==> src/rtl/rede_out_collector_if.sv <==
// Collector bus: processor-side strobe/result inputs and system-side FWFT stream.
// master = collector (drives the stream), slave = processor/consumer side.
interface rede_out_collector_if #(
    parameter int NBITS  = 28,
    parameter int NUIOOU = 4,
    parameter int CHW    = 2
);
    logic signed [NBITS-1:0] io_out;
    logic [NUIOOU-1:0]       out_en;
    logic [NBITS-1:0]        m_data;
    logic [CHW-1:0]          m_chan;
    logic                    m_valid;
    logic                    m_ready;

    modport master (
        input  io_out,
        input  out_en,
        input  m_ready,
        output m_data,
        output m_chan,
        output m_valid
    );

    modport slave (
        output io_out,
        output out_en,
        output m_ready,
        input  m_data,
        input  m_chan,
        input  m_valid
    );
endinterface

==> src/rtl/rede_out_collector.sv <==
// Captures one-hot strobed processor results into a tagged FWFT FIFO drained by valid/ready.
// Latency 1 cycle push-to-visible; never stalls the producer: drops on full, flags bad strobes.
module rede_out_collector #(
    parameter int NBITS  = 28,
    parameter int NUIOOU = 4,
    parameter int CHW    = 2,
    parameter int FDEPTH = 8,
    parameter int CNTW   = 8
) (
    input  logic              clk,
    input  logic              rst,
    rede_out_collector_if.master bus,
    output logic              ovf,
    output logic              err,
    output logic [CNTW-1:0]   drop_cnt,
    input  logic              clr_err
);
    localparam int PW = $clog2(FDEPTH);
    localparam int CW = PW + 1;

    typedef struct packed {
        logic [CHW-1:0]   chan;
        logic [NBITS-1:0] data;
    } entry_t;

    entry_t        mem [FDEPTH];
    logic [PW-1:0] rd_ptr;
    logic [PW-1:0] wr_ptr;
    logic [CW-1:0] count;

    logic           one_hot;
    logic           multi_hot;
    logic [CHW-1:0] tag;
    logic           pop;
    logic           full;
    logic           push;
    logic           drop;
    logic [CW-1:0]  count_next;
    logic [CW-1:0]  count_after_pop;
    logic [PW-1:0]  rd_next;
    logic [PW-1:0]  wr_next;
    entry_t         new_entry;
    entry_t         head_next;

    always_comb begin
        tag       = '0;
        one_hot   = ($countones(bus.out_en) == 1);
        multi_hot = ($countones(bus.out_en) > 1);
        for (int i = 0; i < NUIOOU; i++) begin
            if (bus.out_en[i]) tag = CHW'(i);
        end
    end

    // m_valid mirrors count!=0, so it doubles as the "not empty" qualifier for m_ready.
    assign pop             = bus.m_valid & bus.m_ready;
    assign full            = (count == CW'(FDEPTH));
    assign push            = one_hot & (~full | pop);
    assign drop            = one_hot & full & ~pop;
    assign count_after_pop = count - CW'(pop);
    assign count_next      = count_after_pop + CW'(push);
    assign rd_next         = rd_ptr + PW'(pop);
    assign wr_next         = wr_ptr + PW'(push);
    assign new_entry       = '{chan: tag, data: bus.io_out};

    // When the entry being written becomes the head, bypass the memory read.
    always_comb begin
        head_next = mem[rd_next];
        if (push && (count_after_pop == '0)) head_next = new_entry;
    end

    always_ff @(posedge clk) begin
        if (push) mem[wr_ptr] <= new_entry;
    end

    always_ff @(posedge clk or negedge rst) begin
        if (!rst) begin
            rd_ptr      <= '0;
            wr_ptr      <= '0;
            count       <= '0;
            bus.m_valid <= 1'b0;
            bus.m_data  <= '0;
            bus.m_chan  <= '0;
        end else begin
            rd_ptr      <= rd_next;
            wr_ptr      <= wr_next;
            count       <= count_next;
            bus.m_valid <= (count_next != '0);
            if (count_next != '0) begin
                bus.m_data <= head_next.data;
                bus.m_chan <= head_next.chan;
            end
        end
    end

    // A fault occurring in the same cycle as clr_err takes precedence over the clear.
    always_ff @(posedge clk or negedge rst) begin
        if (!rst) begin
            ovf      <= 1'b0;
            err      <= 1'b0;
            drop_cnt <= '0;
        end else begin
            if (drop)         ovf <= 1'b1;
            else if (clr_err) ovf <= 1'b0;

            if (multi_hot)    err <= 1'b1;
            else if (clr_err) err <= 1'b0;

            if (drop) begin
                if (clr_err)        drop_cnt <= CNTW'(1);
                else if (~&drop_cnt) drop_cnt <= drop_cnt + CNTW'(1);
            end else if (clr_err) begin
                drop_cnt <= '0;
            end
        end
    end

    a_count_bound: assert property (@(posedge clk) disable iff (!rst) count <= CW'(FDEPTH));
    a_head_stable: assert property (@(posedge clk) disable iff (!rst)
        (bus.m_valid && !bus.m_ready) |=> (bus.m_valid && $stable(bus.m_data) && $stable(bus.m_chan)));
endmodule

==> src/flat_wrapper.sv <==
// flat-port wrapper written by rule: the top's interface ports become plain ports
module rede_out_collector_flat 
#(
    parameter int NBITS  = 28,
    parameter int NUIOOU = 4,
    parameter int CHW    = 2,
    parameter int FDEPTH = 8,
    parameter int CNTW   = 8
)
  (clk, rst, ovf, err, drop_cnt, clr_err, bus_io_out, bus_out_en, bus_m_ready, bus_m_data, bus_m_chan, bus_m_valid);
  rede_out_collector_if #(.NBITS(NBITS), .NUIOOU(NUIOOU), .CHW(CHW)) bus_i ();
  input  logic clk;
  input  logic rst;
  output logic ovf;
  output logic err;
  output logic [CNTW-1:0] drop_cnt;
  input  logic clr_err;
  input wire logic [$bits(bus_i.io_out)-1:0] bus_io_out;
  input wire logic [$bits(bus_i.out_en)-1:0] bus_out_en;
  input wire logic [$bits(bus_i.m_ready)-1:0] bus_m_ready;
  output wire logic [$bits(bus_i.m_data)-1:0] bus_m_data;
  output wire logic [$bits(bus_i.m_chan)-1:0] bus_m_chan;
  output wire logic [$bits(bus_i.m_valid)-1:0] bus_m_valid;
  assign bus_i.io_out = bus_io_out;
  assign bus_i.out_en = bus_out_en;
  assign bus_i.m_ready = bus_m_ready;
  assign bus_m_data = bus_i.m_data;
  assign bus_m_chan = bus_i.m_chan;
  assign bus_m_valid = bus_i.m_valid;
  rede_out_collector #(.NBITS(NBITS), .NUIOOU(NUIOOU), .CHW(CHW), .FDEPTH(FDEPTH), .CNTW(CNTW)) u_core (.clk(clk), .rst(rst), .bus(bus_i), .ovf(ovf), .err(err), .drop_cnt(drop_cnt), .clr_err(clr_err));
endmodule
==> config.mk <==
export PLATFORM = sky130hd
export DESIGN_NAME = rede_out_collector_flat
export DESIGN_NICKNAME = d
export VERILOG_FILES = /design/src/rtl/rede_out_collector_if.sv /design/src/rtl/rede_out_collector.sv /design/src/flat_wrapper.sv
export SDC_FILE = /design/constraint.sdc
export NUM_CORES = 1
export LEC_CHECK = 0
export BUFFER_PORTS_ARGS = -buffer_cell sky130_fd_sc_hd__buf_2
export CAP_MARGIN = 0
export CORE_MARGIN = 10
export CORE_UTILIZATION = 50
export DETAILED_ROUTE_END_ITERATION = 6
export PLACE_DENSITY_LB_ADDON = 0.08
export SLEW_MARGIN = 20
export SYNTH_ARGS = -nofsm -noshare
export SYNTH_HDL_FRONTEND = slang
export SYNTH_SLANG_ARGS = --single-unit
==> constraint.sdc <==
create_clock -name clk -period 6.1 [get_ports clk]
set_input_delay 0.305 -clock clk [delete_from_list [all_inputs] [get_ports clk]]
set_output_delay 0.305 -clock clk [all_outputs]
set_load 0.01 [all_outputs]
After elaboration in Yosys (flattened, before gate mapping)
Memory sizes are Yosys's and may differ from the RTL's.
Cells that the tools add are included.

cells by class
  reduce and logical (&&, ||, !) cells = 7
  bitwise gates (word level) = 7
  add/subtract/negate cells = 8
  magnitude comparators = 1
  equality and inequality tests = 3
  multiplexer cells = 13

operator list
  operator                                               number
  adder 32 bit                                           1
  equality test 32 x 2 -> 1 bit (second input constant)  1
  > comparator 32 x 2 -> 1 bit (second input constant)   1
  2-to-1 mux 8 bit                                       4
  2-to-1 mux 30 bit                                      1
  adder 8 x 1 -> 8 bit (second input constant)           1
  AND reduction 8 bit                                    1
  adder 3 x 1 -> 3 bit                                   2
  2-to-1 mux 1 bit                                       6
  adder 1 x 1 -> 2 bit                                   2
  adder 4 x 1 -> 4 bit                                   1
  AND 1 bit                                              4
  equality test 4 bit (second input constant)            1
  zero test 4 bit                                        1
  2-to-1 mux 2 bit                                       2
  nonzero test 2 bit                                     2
  nonzero test 4 bit                                     1
  subtractor 4 x 1 -> 4 bit                              1
  inequality test 2 bit (second input constant)          1
  NOT 1 bit                                              2
  AND reduction 2 bit                                    1
  logical AND 1 bit                                      1
  bitwise OR 1 bit                                       1

storage, ports and cells
  input port bits = 36
  memories = 1
  output and inout bits = 41
  register bits = 51
  memory bits (writable) = 240
  logic and storage cells = 49

memories
  name        depth  width  read ports  clocked after Yosys merged registers in  wr ports  RTL line                  text
  u_core.mem  8      30     1           0                                        1         rede_out_collector.sv:26  entry_t mem [FDEPTH];

Longest topological paths before layout
Gate-level depths: netlist (run 1).

  depth in word-level cells = 7
  depth in mapped cells = 15
  gate-level depth less buffers = 12

Worst setup path before layout (run 1)
No wires, ideal clock.

  path kind = in2reg
  from = input port bus_out_en[2]
  to = memory u_core.mem[0][0] (netlist bit), enable pin
  path slack = 0.664 ns
  arrival time = 4.944 ns
  cell stages on the path = 8
  path through = inv_1 -> ha_1 -> ha_1 -> fa_1 -> or3b_1 -> o21bai_4 -> clkbuf_1 -> nor4_1

between the ends
  longest elaborated chain between the ends = 6

RTL lines
  item                                        RTL line                  text
  start: declaration                          flat_wrapper.sv:19        input wire logic [$bits(bus_i.out_en)-1:0] bus_out_en;
  adder 1 x 1 -> 2 bit (not written as such)  rede_out_collector.sv:47  one_hot = ($countones(bus.out_en) == 1);
  adder 32 bit (not written as such)          rede_out_collector.sv:47
  equality test 32 x 2 -> 1 bit               rede_out_collector.sv:47
  AND 1 bit                                   rede_out_collector.sv:57  assign push = one_hot & (~full | pop);
  2-to-1 mux 1 bit                            rede_out_collector.sv:72  if (push) mem[wr_ptr] <= new_entry;
  2-to-1 mux 1 bit (not written as such)      rede_out_collector.sv:72
  end: declaration                            rede_out_collector.sv:26

Every way passes these cells.

Final worst setup path (run 1)
  from = input port bus_out_en[2]
  to = register u_core.bus.m_data[2]

between the ends
  longest elaborated chain between the ends = 6

RTL lines
  item                                        RTL line                     text
  adder 1 x 1 -> 2 bit (not written as such)  rede_out_collector.sv:47
  adder 32 bit (not written as such)          rede_out_collector.sv:47
  equality test 32 x 2 -> 1 bit               rede_out_collector.sv:47
  AND 1 bit                                   rede_out_collector.sv:57
  adder 4 x 1 -> 4 bit                        rede_out_collector.sv:60     assign count_next = count_after_pop + CW'(push);
  via u_core.count_next[3]                    rede_out_collector.sv:38     logic [CW-1:0] count_next;
  nonzero test 4 bit                          rede_out_collector.sv:88     if (count_next != '0) begin
  end signal: assignment                      rede_out_collector.sv:89     bus.m_data <= head_next.data;
  end: declaration                            rede_out_collector_if.sv:19  output m_data,

The timed path passes the listed nets, and every way through them passes these cells.
A chain may end at the register's enable or synchronous reset.

==> results by group, run 1 <==
Outcome
  • Outcome: completed

Global route
  • Gr ovfl total: 0
  • Largest net degree at the start of global routing: 52
  • Vias in the first global route: around 6000
  • Gr usage total: between 10% and 20%
  • Wire length of the first global-routing pass: between 30 and 40 mm
  • Antenna violations before repair: 3

Clock tree
  • H-Tree Depth: 1
  • Resized Gates After CTS: 0
  • Worst skew pair latency: between 500 and 600 ps
  • Clk buf depth: 3
  • CTS tree: done
  • Clock transition at path regs: roughly 60 ps
  • CTS root buffer: clkbuf_16
  • CTS buffer count: 31
  • Num Clock Sinks: 291

Yosys
  • Netlist Area Pre-Place: roughly 12000 um2
  • Synth Warn #: 0
  • Predominant post-synthesis flop cell: edfxtp_1
  • Post-synthesis sequential area ratio: a little under three quarters
  • Synth Register Bits: just under 300
  • Top cells by area, synth: edfxtp_1, mux4_2, dfrtp_1, mux2_4, mux2_2
  • Ys async rst share: 17.5%
  • Synth Area per Inst: between 20 and 25 um2
  • Post-synth EDFFs: 240
  • Synth top area share: just over 60%
  • Cell count after synthesis: between 500 and 600
  • Post-synthesis cell type count: 41
  • Synth Net Count: approximately 620
  • Yosys top cell by area: edfxtp_1

Place
  • Placed insts: 951
  • PortBufs: 76
  • Pre-CTS setup slack: around 1500 ps
  • GPL Wtd Cong: between 0.7 and 0.8
  • Placed inst area: roughly 13000 um2
  • DPL Wire Length: about 14 mm

STA
  • Max-slew headroom: ~30%
  • Tightest Pin Transition: 1060 ps
  • Fin crit share: between 60% and 70%
  • Fmax: about 0.25 GHz
  • Max-slew violations: 0
  • Setup TNS: 0 ps
  • Tmin final: just over 4000 ps
  • Clk_skew: approximately 14 ps
  • Fin. Hold Viols: 0
  • PnR worst setup slack: a little over 2000 ps
  • Unrepaired setup endpoints after global routing: no
  • # setup viols final: 0

Critical path
  • Worst Path Buf+Inv: 3
  • Critical-path top delay cell: or4_2
  • Arr. time, crit path: about 4500 ps
  • R2R depth: 7
  • Crit path max-delay family: simple AND/OR/NAND/NOR gates
  • Crit path required time: 6540 ps
  • CP endpoint kind: flip-flop
  • Critical Path Stages: 13
  • CP Max Fanout: 31
  • CP dominant cell by count: ha_1
  • CP Cell Sequence: buf_2 > inv_1 > ha_1 > ha_1 > fa_1 > or3b_1 > o21bai_4 > inv_1 > ha_1 > nor3b_1 > xor2_1 > or4_2 > mux2_4
  • CP Launch Type: input port
  • Slowest stage delay, CP: 1140 ps
  • Crit path kind: input port to flip-flop

Drt
  • Via density: 5.55
  • DRC viols: 0
  • Final wirelength: between 20 and 25 mm
  • Initial DRC count: between 300 and 400
  • WL per Instance: between 20 and 25 um
  • Drt first pass iters: 6
  • Via count of the routed design: about 5600
  • ANT nets after route: 0

Flow run
  • Total of max-cap violations: 0

Cells and area
  • Multi-input gate area: around 3200 um2
  • Fin area: ~14000 um2
  • P&R area growth vs syn: 16.3%
  • Register area: 8480 um2
  • Final Non-Filler Cells: ~1000
  • Post-Route Utilization: 58.8%
  • Layout cell share with drive strength beyond 1: between 40% and 50%
  • Most common cell after layout, fill and taps aside: edfxtp_1
  • Fillers: 1752
  • Most frequent cells in the layout: edfxtp_1, buf_2, mux4_2
  • Nets: 718

Power and ir drop
  • Cell Pwr Density: between 500 and 600 nW/um2
  • Maximum vdd drop: between 0.4 and 0.5 mV
  • Leak: about 5.0 nW

Floorplan
  • Core Box Area: approximately 23000 um2
  • IO Pins: 77
  • FP Rows: between 50 and 60
  • Die area: 30100 um2
  • Die width: around 170 um
  • Starting Density: between 50% and 60%
  • Die Y: 174 um

Hold path
  • Worst hold path depth: 2
  • HP Class: input port to flip-flop
-- metal layers --
metal | global-route usage [%] | part of all wire, % | up-vias
li1 | - | - | 2505
met1 | 20.8 | 44 | 2958
met2 | 25.7 | 50 | 112
met3 | 3.07 | 4.4 | 46
met4 | 3.88 | 1.9 | 2
met5 | 0 | 0.051 | -
-- per-stage QoR --
| step | hold WS [ps] | total power [mW] |
|---|---|---|
| final | 19.4 | 7.08 |
| after global placement | 477 | 5.18 |
| after detailed placement | 489 | 5.25 |
| after CTS | 0.567 | 7.16 |
| after floorplan | 9.41 | 4.60 |
| after global routing | 20.1 | 7.46 |
-- worst register-to-register path, cell delays in order, from the launching register on --
cell and delay, ps:
dfrtp_1 380, or4b_4 570, o21bai_4 440, inv_1 160
ha_1 220, ha_1 290, or4_2 1190, mux2_4 490
-- logic make-up after synthesis --
logic type      share of synthesized area, %
buf+inv                                 1.79
fa+ha+maj                               1.55
simple gates                            2.80
mux                                     20.1
flops                                   71.9
xor+xnor                               0.816
compound gates                          1.05
-- area by class of cell --
class,instances,area share [%]
inverter,11,0.301
clock buffer,38,5.84
timing repair buffer,97,4.10
antenna,1,0.0182
clock inverter,20,1.79
sequential,291,61.8
tap,319,2.91
multi-input combinational,236,23.2
-- registers in the layout (all words and copies together), names as in the netlist --
register            cells
u_core.count            4
u_core.bus.m_data      28
u_core.bus.m_valid      1
u_core.mem            240
u_core.ovf              1
u_core.drop_cnt         8
u_core.wr_ptr           3
u_core.err              1
u_core.bus.m_chan       2
u_core.rd_ptr           3
-- worst paths after layout --
kind,from,to,slack (ps)
max in group asynchronous,rst,u_core.bus.m_data[17],5210
max,bus_out_en[2],u_core.bus.m_data[2],2070
min,clr_err,u_core.drop_cnt[3],20
min reg2reg,u_core.bus.m_data[18],u_core.bus.m_data[18],500
max reg2reg,u_core.count[0],u_core.bus.m_data[2],2230
min in group asynchronous,rst,u_core.drop_cnt[4],420
-- repair_timing --
action | CTS | global route
buffers inserted | 0 | 0
hold buffers | 2 | 0
hold endpoints to repair | 59 | 0
-- cells in the mapped netlist (9+ instances only) --
| library cell | count |
|---|---|
| mux2_2 | 29 |
| a21oi_1 | 11 |
| nor4_1 | 11 |
| buf_2 | 9 |
| mux4_2 | 60 |
| clkbuf_1 | 11 |
| mux2i_1 | 12 |
| dfrtp_1 | 51 |
| ha_1 | 13 |
| nor2_1 | 11 |
| inv_1 | 11 |
| mux2_4 | 36 |
| edfxtp_1 | 240 |
-- power by group --
| group | internal, mW | total [mW] | switching, mW |
|---|---|---|---|
| clock | 1.15 | 1.91 | 0.757 |
| combinational | 1.46 | 2.57 | 1.12 |
| sequential | 2.46 | 2.60 | 0.132 |
| total | 5.07 | 7.08 | 2.01 |
Note: power is estimated with default switching activity, not from simulation.
==> run 2, diff against run 1 <==
==> constraint.sdc (replaced) <==
create_clock -name clk -period 4 [get_ports clk]
set_input_delay 0.2 -clock clk [delete_from_list [all_inputs] [get_ports clk]]
set_output_delay 0.2 -clock clk [all_outputs]
set_load 0.01 [all_outputs]
==> results by group, run 2 (synthesis gave the netlist of run 1 again) <==
Clock tree
  • Clk buf depth: 3
  • Resized Gates After CTS: 0
  • Worst skew pair latency: approximately 540 ps
  • Num Clock Sinks: between 200 and 300
  • H-Tree Depth: 1
  • Clock transition at path regs: 60 ps
  • CTS tree: done
  • CTS root buffer: clkbuf_16
  • CTS buffer count: 29

Critical path
  • Critical-path top delay cell: or4_2
  • Flop-to-flop setup slack: approximately 860 ps
  • Crit path max-delay family: simple AND/OR/NAND/NOR gates
  • R2R Path Start: u_core.bus.m_valid
  • CP Launch Type: input port
  • CP Max Fanout: 20
  • Critical Path Stages: 14
  • R2R depth: 9
  • CP endpoint kind: flip-flop
  • RR Endpoint: u_core.bus.m_data[14]
  • CP dominant cell by count: ha_1
  • Critical path startpoint: bus_out_en[2]
  • Worst Path Buf+Inv: 4
  • Crit path kind: input port to flip-flop
  • CP Cell Sequence: buf_2 > inv_1 > ha_1 > ha_1 > fa_1 > or3b_1 > o21bai_4 > inv_1 > ha_1 > nor3b_1 > xor2_1 > or4_2 > buf_4 > mux2_1
  • Arr. time, crit path: 3830 ps
  • Slowest stage delay, CP: around 650 ps
  • Worst setup endpoint: u_core.bus.m_chan[1]
  • Crit path required time: roughly 4400 ps

Cells and area
  • Nets: ~760
  • Max FFs per register: between 200 and 250
  • Reg with most FFs: u_core.mem
  • Most frequent cells in the layout: edfxtp_1, buf_2, mux4_2
  • Biggest regs: u_core.mem x240, u_core.bus.m_data x28, u_core.drop_cnt x8
  • P&R area growth vs syn: 18.8%
  • Fillers: around 1700
  • Antenna diode instance count: 0
  • Most common cell after layout, fill and taps aside: edfxtp_1
  • Layout cell share with drive strength beyond 1: 40.3%
  • Final Non-Filler Cells: approximately 1000

STA
  • Clk_skew: roughly 19 ps
  • Max-slew headroom: between 40% and 50%
  • Unrepaired setup endpoints after global routing: no
  • Max-slew violations: 0
  • Tmin final: approximately 3400 ps
  • Fin. Hold Viols: 0
  • Min Hold Slack: around 180 ps
  • Tightest Pin Transition: around 760 ps
  • # setup viols final: 0
  • Setup TNS: 0 ps
  • Fmax: around 0.29 GHz
  • Fin crit share: a little under nine tenths

Global route
  • Vias in the first global route: between 6000 and 7000
  • Gr ovfl total: 0
  • Gr usage total: between 15 and 20%
  • Antenna violations before repair: 0
  • Wire length of the first global-routing pass: between 30 and 40 mm
  • Largest net degree at the start of global routing: 52

Power and ir drop
  • Total chip power: between 10 and 15 mW
  • Maximum vdd drop: 0.484 mV
  • Leak: between 5 and 6 nW
  • Cell Pwr Density: around 750 nW/um2

Outcome
  • Outcome: completed

Place
  • DPL Wire Length: about 14 mm
  • PortBufs: 76
  • Placed insts: 965
  • GPL Wtd Cong: between 0.7 and 0.8

Drt
  • Final wirelength: roughly 24 mm
  • Via density: about 5.5
  • DRC viols: 0
  • WL per Instance: ~23 um
  • Drt first pass iters: 4
  • Via count of the routed design: a little under 6000
  • Initial DRC count: slightly above 400
  • ANT nets after route: 0

Floorplan
  • IO Pins: 77
  • Die area: ~30000 um2
  • Die width: approximately 170 um
  • Die Y: around 170 um
  • Starting Density: 50.6%
  • FP Rows: between 50 and 60
  • Core Box Area: between 20000 and 25000 um2

Flow run
  • Total of max-cap violations: 0

Hold path
  • HP Class: input port to flip-flop
==> run 2: worst min-delay path by stage <==
stage	to	slack, ps	startpoint	depth (start not counted)
2_1_floorplan	u_core.bus.m_chan[0]	-100	rst	0
3_3_place_gp	u_core.bus.m_data[26]	400	rst	2
3_5_place_dp	u_core.drop_cnt[6]	420	rst	2
4_1_cts	u_core.mem[3][28]	170	bus_out_en[3]	2
5_1_grt	u_core.mem[3][28]	200	bus_out_en[3]	2
6_report	u_core.mem[7][28]	180	bus_out_en[3]	2
==> run 2: timing repair <==
| item | in CTS | in global routing |
|---|---|---|
| hold buffers | 30 | 0 |
| hold endpoints to repair | 283 | 0 |
| buffers inserted | 0 | 0 |
==> run 2: worst reg2reg max path, cell delays in order (launching register included) <==
cell and delay, ps:
dfrtp_1 370, and2_1 280, ha_1 260, ha_1 200
xnor2_1 280, nand3_1 130, buf_4 210, or3_4 620
mux2_4 420, mux2_4 260
==> run 2: cell type report <==
type / instances / area (um2) / share of cell area, %
Sequential cell: 291 / 8480 / 60.5
Multi-Input combinational cell: 236 / 3200 / 22.9
Timing Repair Buffer: 138 / 983 / 7.01
Clock buffer: 32 / 737 / 5.26
Tap cell: 319 / 399 / 2.85
Clock inverter: 22 / 173 / 1.23
Inverter: 11 / 41.3 / 0.294
==> run 2: where the power goes <==
part | internal, mW | leakage, nW | switching (mW)
Clock | 1.46 | 0.439 | 1.09
Sequential | 3.75 | 2.78 | 0.198
Combinational | 2.30 | 1.85 | 1.78
Total | 7.51 | 5.06 | 3.06
==> run 2: per-layer routing <==
layer / up-vias / routed length (um) / track usage (%)
li1: 2578 / - / -
met1: 3023 / 10100 / 21.4
met2: 158 / 11900 / 26.5
met3: 28 / 1360 / 2.70
met4: 0 / 400 / 3.74
met5: - / 0 / 0
==> run 2: stage by stage <==
step | utilization [%] | instance area, um2 | worst slack, ps
after floorplan | - | 11800 | -550
after global routing | 60.1 | 14000 | 416
after CTS | 60.1 | 14000 | 585
after global placement | 54.9 | 12800 | 168
after detailed placement | 54.9 | 12800 | 64.4
final | 60.1 | 14000 | 575
